===== src/rtl/emu_dt_pkg.sv =====
// Shared types and constants for the emulator timestep arbiter.
// dt is a signed fixed-point value with a 2^-46 s LSB (~0.014 ps).
package emu_dt_pkg;

    localparam int DT_WIDTH    = 27;
    localparam int DT_EXPONENT = -46;

    typedef logic signed [DT_WIDTH-1:0] dt_t;

    localparam dt_t DT_MAX = {1'b0, {(DT_WIDTH-1){1'b1}}};

    typedef enum logic [1:0] {
        INIT,
        RUN,
        HOLD,
        DONE
    } state_e;

endpackage


===== src/rtl/dt_min_tree.sv =====
// Registered minimum over N non-negative dt values.
// Requester lanes are combined by a pairwise comparison tree.
module dt_min_tree
    import emu_dt_pkg::*;
#(
    parameter int N = 2
) (
    input  logic                  clk_i,
    input  logic                  rst_ni,
    input  logic [N*DT_WIDTH-1:0] dt_i,
    output dt_t                   min_o
);

    localparam int NP = 1 << $clog2(N);

    dt_t min_d;
    dt_t min_q;

    // Unused leaves are padded with DT_MAX so they never win a comparison.
    function automatic dt_t treeMin(input logic [N*DT_WIDTH-1:0] v);
        dt_t node [2*NP];
        for (int i = 0; i < 2*NP; i++) node[i] = DT_MAX;
        for (int i = 0; i < N; i++) node[NP+i] = dt_t'(v[i*DT_WIDTH +: DT_WIDTH]);
        for (int i = NP-1; i >= 1; i--)
            node[i] = (node[2*i+1] < node[2*i]) ? node[2*i+1] : node[2*i];
        return node[1];
    endfunction

    always_comb min_d = treeMin(dt_i);

    always_ff @(posedge clk_i or negedge rst_ni) begin
        if (!rst_ni) min_q <= '0;
        else         min_q <= min_d;
    end

    assign min_o = min_q;

endmodule


===== src/rtl/emu_dt_arbiter.sv =====
// Timestep arbiter: reduces per-block dt requests to the minimum, grants it and accumulates time.
// Optional stop-time feature (time_limit/done, dt clipping) enabled by macro EMU_DT_TIME_LIMIT_EN.
module emu_dt_arbiter
    import emu_dt_pkg::*;
#(
    parameter int  N_REQ      = 4,
    parameter int  TIME_WIDTH = 64,
    parameter dt_t DT_DEFAULT = 27'd70369
) (
    input  logic                      clk,
    input  logic                      rst_n,
    input  logic [N_REQ*DT_WIDTH-1:0] req_dt,
    input  logic [N_REQ-1:0]          req_vld,
    input  logic                      stall,
`ifdef EMU_DT_TIME_LIMIT_EN
    input  logic [TIME_WIDTH-1:0]     time_limit,
    output logic                      done,
`endif
    output logic [DT_WIDTH-1:0]       dt,
    output logic                      dt_vld,
    output logic [TIME_WIDTH-1:0]     emu_time,
    output logic                      neg_err
);

    localparam int LANES = N_REQ + 1;

    logic [1:0]                  rstSync_q;
    logic                        rstInt_n;
    logic [LANES*DT_WIDTH-1:0]   masked;
    logic                        anyNeg;
    dt_t                         treeMin;
    dt_t                         grant;
    logic                        atLimit;
    logic [TIME_WIDTH:0]         sum;
    logic [TIME_WIDTH-1:0]       emuNext;
    state_e                      state_q;
    dt_t                         dt_q;
    logic                        dtVld_q;
    logic [TIME_WIDTH-1:0]       emuTime_q;
    logic                        negErr_q;

    always_ff @(posedge clk or negedge rst_n) begin
        if (!rst_n) rstSync_q <= '0;
        else        rstSync_q <= {rstSync_q[0], 1'b1};
    end

    assign rstInt_n = rstSync_q[1];

    // The extra lane carries the default dt, which only wins when nobody requests.
    always_comb begin
        masked = '0;
        anyNeg = 1'b0;
        for (int i = 0; i < N_REQ; i++) begin
            if (!req_vld[i]) begin
                masked[i*DT_WIDTH +: DT_WIDTH] = DT_MAX;
            end else if (req_dt[i*DT_WIDTH + DT_WIDTH - 1]) begin
                masked[i*DT_WIDTH +: DT_WIDTH] = '0;
                anyNeg = 1'b1;
            end else begin
                masked[i*DT_WIDTH +: DT_WIDTH] = req_dt[i*DT_WIDTH +: DT_WIDTH];
            end
        end
        masked[N_REQ*DT_WIDTH +: DT_WIDTH] = (|req_vld) ? DT_MAX : DT_DEFAULT;
    end

    dt_min_tree #(
        .N      (LANES)
    ) u_min_tree (
        .clk_i  (clk),
        .rst_ni (rstInt_n),
        .dt_i   (masked),
        .min_o  (treeMin)
    );

    always_comb begin
        sum     = {1'b0, emuTime_q} + {{(TIME_WIDTH+1-DT_WIDTH){1'b0}}, dt_q};
        emuNext = emuTime_q;
        if (dtVld_q) emuNext = sum[TIME_WIDTH] ? '1 : sum[TIME_WIDTH-1:0];
    end

`ifdef EMU_DT_TIME_LIMIT_EN
    logic [TIME_WIDTH-1:0] remain;
    logic                  done_q;

    // Clipping looks at the time after the grant currently on the output has been added.
    always_comb begin
        remain  = (emuNext >= time_limit) ? '0 : time_limit - emuNext;
        grant   = (remain < TIME_WIDTH'(treeMin)) ? dt_t'(remain[DT_WIDTH-1:0]) : treeMin;
        atLimit = (emuNext == time_limit);
    end

    assign done = done_q;
`else
    always_comb begin
        grant   = treeMin;
        atLimit = 1'b0;
    end
`endif

    always_ff @(posedge clk or negedge rstInt_n) begin
        if (!rstInt_n) begin
            state_q   <= INIT;
            dt_q      <= '0;
            dtVld_q   <= 1'b0;
            emuTime_q <= '0;
            negErr_q  <= 1'b0;
`ifdef EMU_DT_TIME_LIMIT_EN
            done_q    <= 1'b0;
`endif
        end else begin
            emuTime_q <= emuNext;
            if (anyNeg) negErr_q <= 1'b1;
            case (state_q)
                INIT: begin
                    state_q <= RUN;
                    dt_q    <= '0;
                    dtVld_q <= 1'b0;
                end
                RUN, HOLD: begin
                    if (atLimit && state_q == RUN) begin
                        state_q <= DONE;
                        dt_q    <= '0;
                        dtVld_q <= 1'b0;
`ifdef EMU_DT_TIME_LIMIT_EN
                        done_q  <= 1'b1;
`endif
                    end else if (stall) begin
                        state_q <= HOLD;
                        dt_q    <= '0;
                        dtVld_q <= 1'b1;
                    end else begin
                        state_q <= RUN;
                        dt_q    <= grant;
                        dtVld_q <= 1'b1;
                    end
                end
                default: begin
                    state_q <= DONE;
                    dt_q    <= '0;
                    dtVld_q <= 1'b0;
                end
            endcase
        end
    end

    assign dt       = dt_q;
    assign dt_vld   = dtVld_q;
    assign emu_time = emuTime_q;
    assign neg_err  = negErr_q;

endmodule


===== config.mk =====
export PLATFORM = sky130hd
export DESIGN_NAME = emu_dt_arbiter
export DESIGN_NICKNAME = d
export VERILOG_FILES = /design/src/rtl/emu_dt_pkg.sv /design/src/rtl/dt_min_tree.sv /design/src/rtl/emu_dt_arbiter.sv
export SDC_FILE = /design/constraint.sdc
export NUM_CORES = 1
export LEC_CHECK = 0
export ABC_AREA = 1
export CAP_MARGIN = 20
export CORE_MARGIN = 1.5
export CORE_UTILIZATION = 40
export CTS_BUF_LIST = sky130_fd_sc_hd__clkbuf_4 sky130_fd_sc_hd__clkbuf_8
export DETAILED_ROUTE_END_ITERATION = 6
export REMOVE_ABC_BUFFERS = 1
export SLEW_MARGIN = 0
export SYNTH_ARGS = -nofsm -noshare
export SYNTH_HDL_FRONTEND = slang
export SYNTH_SLANG_ARGS = --single-unit

===== constraint.sdc =====
create_clock -name clk -period 5.1 [get_ports clk]
set_input_delay 1.02 -clock clk [delete_from_list [all_inputs] [get_ports clk]]
set_output_delay 1.02 -clock clk [all_outputs]
set_load 0.01 [all_outputs]

After elaboration in Yosys (flattened, before gate mapping)
Cells that the tools add are included.

cells by class
  add/subtract/negate cells = 1
  $lt $le $gt $ge = 6
  eq/ne operators = 2
  muxes and demuxes = 29
  reductions and logical operators = 3

operators by type and width
  cell                                                                    count
  26-bit two-way mux                                                      12
  27-bit two-way mux                                                      5
  64-bit by 27-bit adder with 65-bit output                               1
  64-bit two-way mux                                                      1
  27-bit < comparator                                                     2
  26-bit < comparator                                                     2
  27-bit < comparator (first input constant)                              1
  26-bit < comparator (first input constant)                              1
  1-bit two-way mux                                                       9
  2-bit one-hot mux with 2 select lines                                   1
  4-bit OR reduction                                                      1
  2-bit by 1-bit equality test with 1-bit output (second input constant)  1
  2-bit equality test (second input constant)                             1
  2-bit logical NOT                                                       1
  2-bit two-way mux                                                       1
  2-bit OR reduction                                                      1

storage, ports and cells
  bits in registers = 124
  word-level logic and storage cells = 48

Logic depth before layout (Yosys ltp)
  depth in word-level cells = 8
  depth in mapped cells = 51
  gate-level depth less buffers = 43

Modules after synthesis
A second synthesis with hierarchy kept.

second synthesis, totals
  cells, all modules = 2,132
  area, all modules = 13,218.9 µm²

modules (own cells, without submodules)
  module          times used  cells each  area each (µm²)
  emu_dt_arbiter  1           1,354       8,130.3
  dt_min_tree     1           778         5,088.6

Least setup slack after synthesis
OpenSTA, ideal clock, no wires.

  kind = input to register
  start point = input req_vld[0]
  end point = register u_min_tree.min_q[10] (netlist: u_min_tree.min_o[10])
  setup time = 0.122 ns
  arrival time = 6.879 ns
  setup slack = -1.901 ns
  stages on the path = 38
  cells stage by stage = nand2_2 > clkbuf_1 > clkbuf_1 > o21ai_0 > ha_1 > nand2_1 > nor2_1 > nand2_1 > nor3_1 > nand2_4 > nand3_4 > buf_4 > clkbuf_1 > clkbuf_1 > nand2_1 > o21ai_0 > ha_1 > a21o_1 > [... 2 more ...] > nor2_1 > nand2_1 > a21oi_4 > nand2_4 > buf_6 > inv_1 > clkbuf_1 > nand2_1 > o21ai_0 > inv_1 > ha_1 > a21oi_1 > o21ai_0 > a221oi_1 > nand3_4 > buf_6 > nand2_1 > nand2_1

on the way
  longest elaborated chain between the ends = 8

RTL lines
  item                      line                  text
  start: declaration        emu_dt_arbiter.sv:13  input logic [N_REQ-1:0] req_vld,
  4-bit OR reduction        emu_dt_arbiter.sv:63  masked[N_REQ*DT_WIDTH +: DT_WIDTH] = (|req_vld) ? DT_MAX : DT_DEFAULT;
  26-bit two-way mux        emu_dt_arbiter.sv:63
  26-bit < comparator       dt_min_tree.sv:25     node[i] = (node[2*i+1] < node[2*i]) ? node[2*i+1] : node[2*i];
  26-bit two-way mux        dt_min_tree.sv:25
  27-bit < comparator       dt_min_tree.sv:25
  27-bit two-way mux        dt_min_tree.sv:25
  27-bit < comparator       dt_min_tree.sv:25
  27-bit two-way mux (*)    dt_min_tree.sv:25
  net u_min_tree.min_d[10]  dt_min_tree.sv:16     dt_t min_d;
  end signal: assignment    dt_min_tree.sv:33     else min_q <= min_d;
  end: declaration          dt_min_tree.sv:17     dt_t min_q;

The timed path passes the listed nets; every way through them passes the cells marked *.
A chain may end at the register's enable or synchronous reset.

Worst setup path in the final report
  start point = input req_vld[2]
  end point = register u_min_tree.min_q[1] (netlist: u_min_tree.min_o[1])

Same word-level chain as after synthesis.

==> run summary <==
After clock tree synthesis, the clock-pin slew on the worst setup and hold paths is 0.09 ns. The overflow left after global routing came out at 0. The tools report the aggregate routed wire length as 39,200 µm. The combined area of all synthesized cells came out at 0.0108 mm². Counting the buffers created by CTS gives 17.

The number of antenna cells inserted was 0; the area of the multi-input gates was 0.00820 mm². The final reports fail on negative setup slack. Setup repair after global routing could not meet its margin everywhere. After detailed routing, the number of remaining DRC violations is 0. The worst-case hold slack is 0.365 ns, and the mean cell area of the mapped netlist is 6.71 µm².

Root buffer cell: sky130_fd_sc_hd__clkbuf_8. The initial utilization of the core area, before any placement, comes to 41.1%. Setup violations remaining at the end of the flow were counted as 26. For the pin with the worst max-slew slack, the measured transition is 1.04 ns.

The leakage power was 9.32 nW; the required time of the critical path was 5.44 ns. Tracing the worst setup path back leads to its startpoint at req_vld[2]. Final hold violation count: 0. The floorplan has 59 rows. The run gives 122 as the total number of clock tree sinks. The logs give -0.739 ns for the slack of the critical path and 0.0148 mm² for the standard cell area after detailed placement. The detail route stage leaves a number of antenna-violating nets equal to 0.

Cells with a size suffix above 1 make up 32.8% of the layout. The logs give 2 for the number of buffers on the longest clock path and 28.3% for the sequential element share of the synthesized area. Yosys printed 0 warnings. The synthesized netlist contains 51 unique library cells. After detailed routing, the met3 layer carries 1940 µm of wire. The flow ran to the end, but the final reports show violations.

The region available for standard cell placement spans 0.0262 mm². Once detailed placement completed, the half-perimeter wirelength came to 26,900 µm. The layout net count was 2,361; the total instance count after detailed placement was 2,333. For the count of final max-slew check failures, the log shows 0. Worst-path maximum fanout: 8. Counting the fill cells in the layout gives 2,038. Once layout is complete, the cells apart from fillers number 2,489.

Die height: 167 µm. The detail-routed net length per standard cell is 15.7 µm, and the post-route fraction of the period consumed by the critical path is 114%. The detailed router placed 12,700 vias in this run. The worst setup path is launched from an input pin. For the normalized max-slew margin, the log shows 29.9%.

The most used flip-flop cell after synthesis is sky130_fd_sc_hd__dfrtp_1. After routing the design area is 0.0181 mm². For the area of the die, the log shows 0.0279 mm².

The logs give 0 for the initial antenna violation count and 77 for the largest net degree at the start of global routing. In this run the power density over the cells is 411 mW/mm². The synthesized design contains 0 enable-type register cells. The maximum clock skew at final layout is 0.0230 ns. Most common cell after layout, fill and taps aside: sky130_fd_sc_hd__nand2_1. For the global router's overall resource usage, the log shows 25.9%.

In the layout the commonest cells are sky130_fd_sc_hd__nand2_1 (374), sky130_fd_sc_hd__buf_4 (314), sky130_fd_sc_hd__inv_1 (203). Synthesis produced 1,605 cells. Proportion of register bits with asynchronous set or reset after synthesis: 100%. The tools report the type of destination of the critical path as a flip-flop.

The uppermost layer routed was met4. STA puts the critical path data arrival time at 6.17 ns. The average via count per standard cell came out at 5.11. The worst register-to-register path begins at emu_time[0]$_DFFE_PN0P_. The number of global-route vias before repair was 12,000.

At the end of routability-driven placement, the weighted congestion stood at 0.901. After detailed routing, the met2 layer carries 19,700 µm of wire. The minimum clock period was 5.84 ns; the number of optimization iterations in the first detailed-route pass was 5.

The number of hold buffers added after CTS was 0. The clock insertion delay at the later pin of the skew report came out at 0.46 ns. The run gives 58,500 µm as the wire length of the first global-routing pass. The die boundary width is 167 µm, and the sum of negative setup slack is -17.85 ns.

IR analysis of the VDD net gives a maximum drop of 0.270 mV. In this run the most critical hold path is launched from rstSync_q[0]$_DFF_PN0_. DRC marker count from the first detailed-route iteration: 960. The H-tree generated during clock tree synthesis spans 4 levels.

The largest single stage delay on the critical path is 0.28 ns. For this design the top-level I/O count stands at 208. The number of buffers inserted by port buffering works out to 206. Derived from the worst setup path, the maximum achievable clock frequency is 171 MHz. The synthesized design contains 122 register bits. The critical path in this run is classified as input pin to flip-flop. TritonCTS built the clock tree.

In the final layout, flip-flops and latches occupy 0.00306 mm². Path type of the worst min-delay path: flip-flop to flip-flop. The worst-case setup slack after placement is -1.98 ns.

For this block, wires on met1 add up to 16,500 µm. The post-synthesis to final-layout area growth works out to 68.2%. Across the run, the number of max-cap violations was 0. The slowest stage of the critical path is the sky130_fd_sc_hd__ha_4 cell.
==> registers in the layout, summed over array words and instances, names as in the netlist <==
name	count
dt	26
dt_vld	1
emu_time	64
neg_err	1
rstSync_q	2
state_q	2
u_min_tree.min_o	26
==> worst max-delay path, delay by kind of cell <==
family                   cells  cell delay, ns
AO/OA/AOI/OAI                5            0.83
adder cells (fa/ha/maj)      3            0.80
AND/OR/NAND/NOR             19            2.16
buffers and inverters       12            1.32
==> power breakdown <==
part	switching (mW)	total (mW)	internal (mW)
Clock	0.428	0.991	0.563
Combinational	2.62	4.94	2.32
Sequential	0.229	1.53	1.30
Total	3.28	7.45	4.18
==> cells by family (layout without fill, tap and decap cells) <==
logic type | after synthesis | count (layout) | share of synthesized area [%]
DFF | 122 | 122 | 28.3
muxes | 1 | 1 | 0.0930
buffers and inverters | 289 | 829 | 10.8
adders and majority gates | 105 | 105 | 12.3
AOI/OAI and AO/OA | 284 | 284 | 14.5
xor gates and xnor gates | 32 | 32 | 2.60
and+or+nand+nor | 770 | 779 | 31.3
other | 2 | 2 | 0.0697
==> metal layers <==
| layer | up-vias | global-route usage, % |
|---|---|---|
| li1 | 6299 | - |
| met1 | 5914 | 33.6 |
| met2 | 423 | 44.7 |
| met3 | 71 | 3.30 |
| met4 | 0 | 7.83 |
| met5 | - | 0 |
==> Yosys cell counts (3+ instances only) <==
master	instances	share of area, %
sky130_fd_sc_hd__nand3_4	3	0.49
sky130_fd_sc_hd__a21oi_1	81	3.8
sky130_fd_sc_hd__o21a_1	4	0.28
sky130_fd_sc_hd__nor2_1	120	4.2
sky130_fd_sc_hd__o211ai_1	4	0.28
sky130_fd_sc_hd__nand2_4	3	0.31
sky130_fd_sc_hd__nor3_1	33	1.5
sky130_fd_sc_hd__nand3b_1	10	0.70
sky130_fd_sc_hd__nand4_1	22	1.3
sky130_fd_sc_hd__nor2_2	3	0.17
sky130_fd_sc_hd__o21ai_0	154	7.2
sky130_fd_sc_hd__o21bai_1	5	0.35
sky130_fd_sc_hd__nand2_1	435	15
sky130_fd_sc_hd__inv_1	231	8.1
sky130_fd_sc_hd__clkbuf_1	32	1.1
sky130_fd_sc_hd__a31oi_1	6	0.35
sky130_fd_sc_hd__xnor2_1	12	0.98
sky130_fd_sc_hd__nor4_1	5	0.29
sky130_fd_sc_hd__a21oi_4	3	0.45
sky130_fd_sc_hd__or2_2	9	0.52
sky130_fd_sc_hd__buf_4	4	0.28
sky130_fd_sc_hd__dfrtp_1	122	28
sky130_fd_sc_hd__buf_6	7	0.73
sky130_fd_sc_hd__and2_1	3	0.17
sky130_fd_sc_hd__a211oi_1	3	0.21
sky130_fd_sc_hd__inv_2	7	0.24
sky130_fd_sc_hd__buf_2	5	0.23
sky130_fd_sc_hd__ha_1	104	12
sky130_fd_sc_hd__a21boi_0	6	0.42
sky130_fd_sc_hd__nand2_2	17	0.99
sky130_fd_sc_hd__nand3_1	99	4.6
sky130_fd_sc_hd__xor2_1	20	1.6
sky130_fd_sc_hd__a21o_1	9	0.63
==> per-stage QoR <==
stage / utilization (%) / total power [mW]
finish: 69.1 / 7.45
global route: 69.1 / 8.04
CTS: 62.7 / 7.02
detailed placement: 56.5 / 5.59
global placement: 56.5 / 5.51
floorplan: - / 3.94
==> cell type report <==
type | count | area share [%]
inverters | 239 | 5.15
multi-input cells | 1203 | 45.3
repair inverters | 5 | 0.200
clock inverters | 13 | 1.05
repair buffers | 553 | 27.7
flip-flops and latches | 122 | 16.9
clock buffers | 19 | 1.44
well taps | 335 | 2.31
==> what timing repair did <==
item / in CTS / in global routing
pin swaps: 65 / 137
setup endpoints to repair: 26 / 26
cloned: 18 / 2
gates resized for setup: 286 / 330
buffers inserted: 59 / 58
==> worst paths after layout <==
kind                                            endpoint  slack [ns]  cells past startpoint
min                               rstSync_q[1]$_DFF_PN0_        0.37                      0
max in group asynchronous  u_min_tree.min_o[5]$_DFF_PN0_        3.88                      1
max                        u_min_tree.min_o[1]$_DFF_PN0_       -0.74                     39
min in group asynchronous       emu_time[57]$_DFFE_PN0P_        0.41                      1
max reg2reg                     emu_time[62]$_DFFE_PN0P_        0.67                     20
min reg2reg                       rstSync_q[1]$_DFF_PN0_        0.37                      0
(Power assumes the default switching activity.)
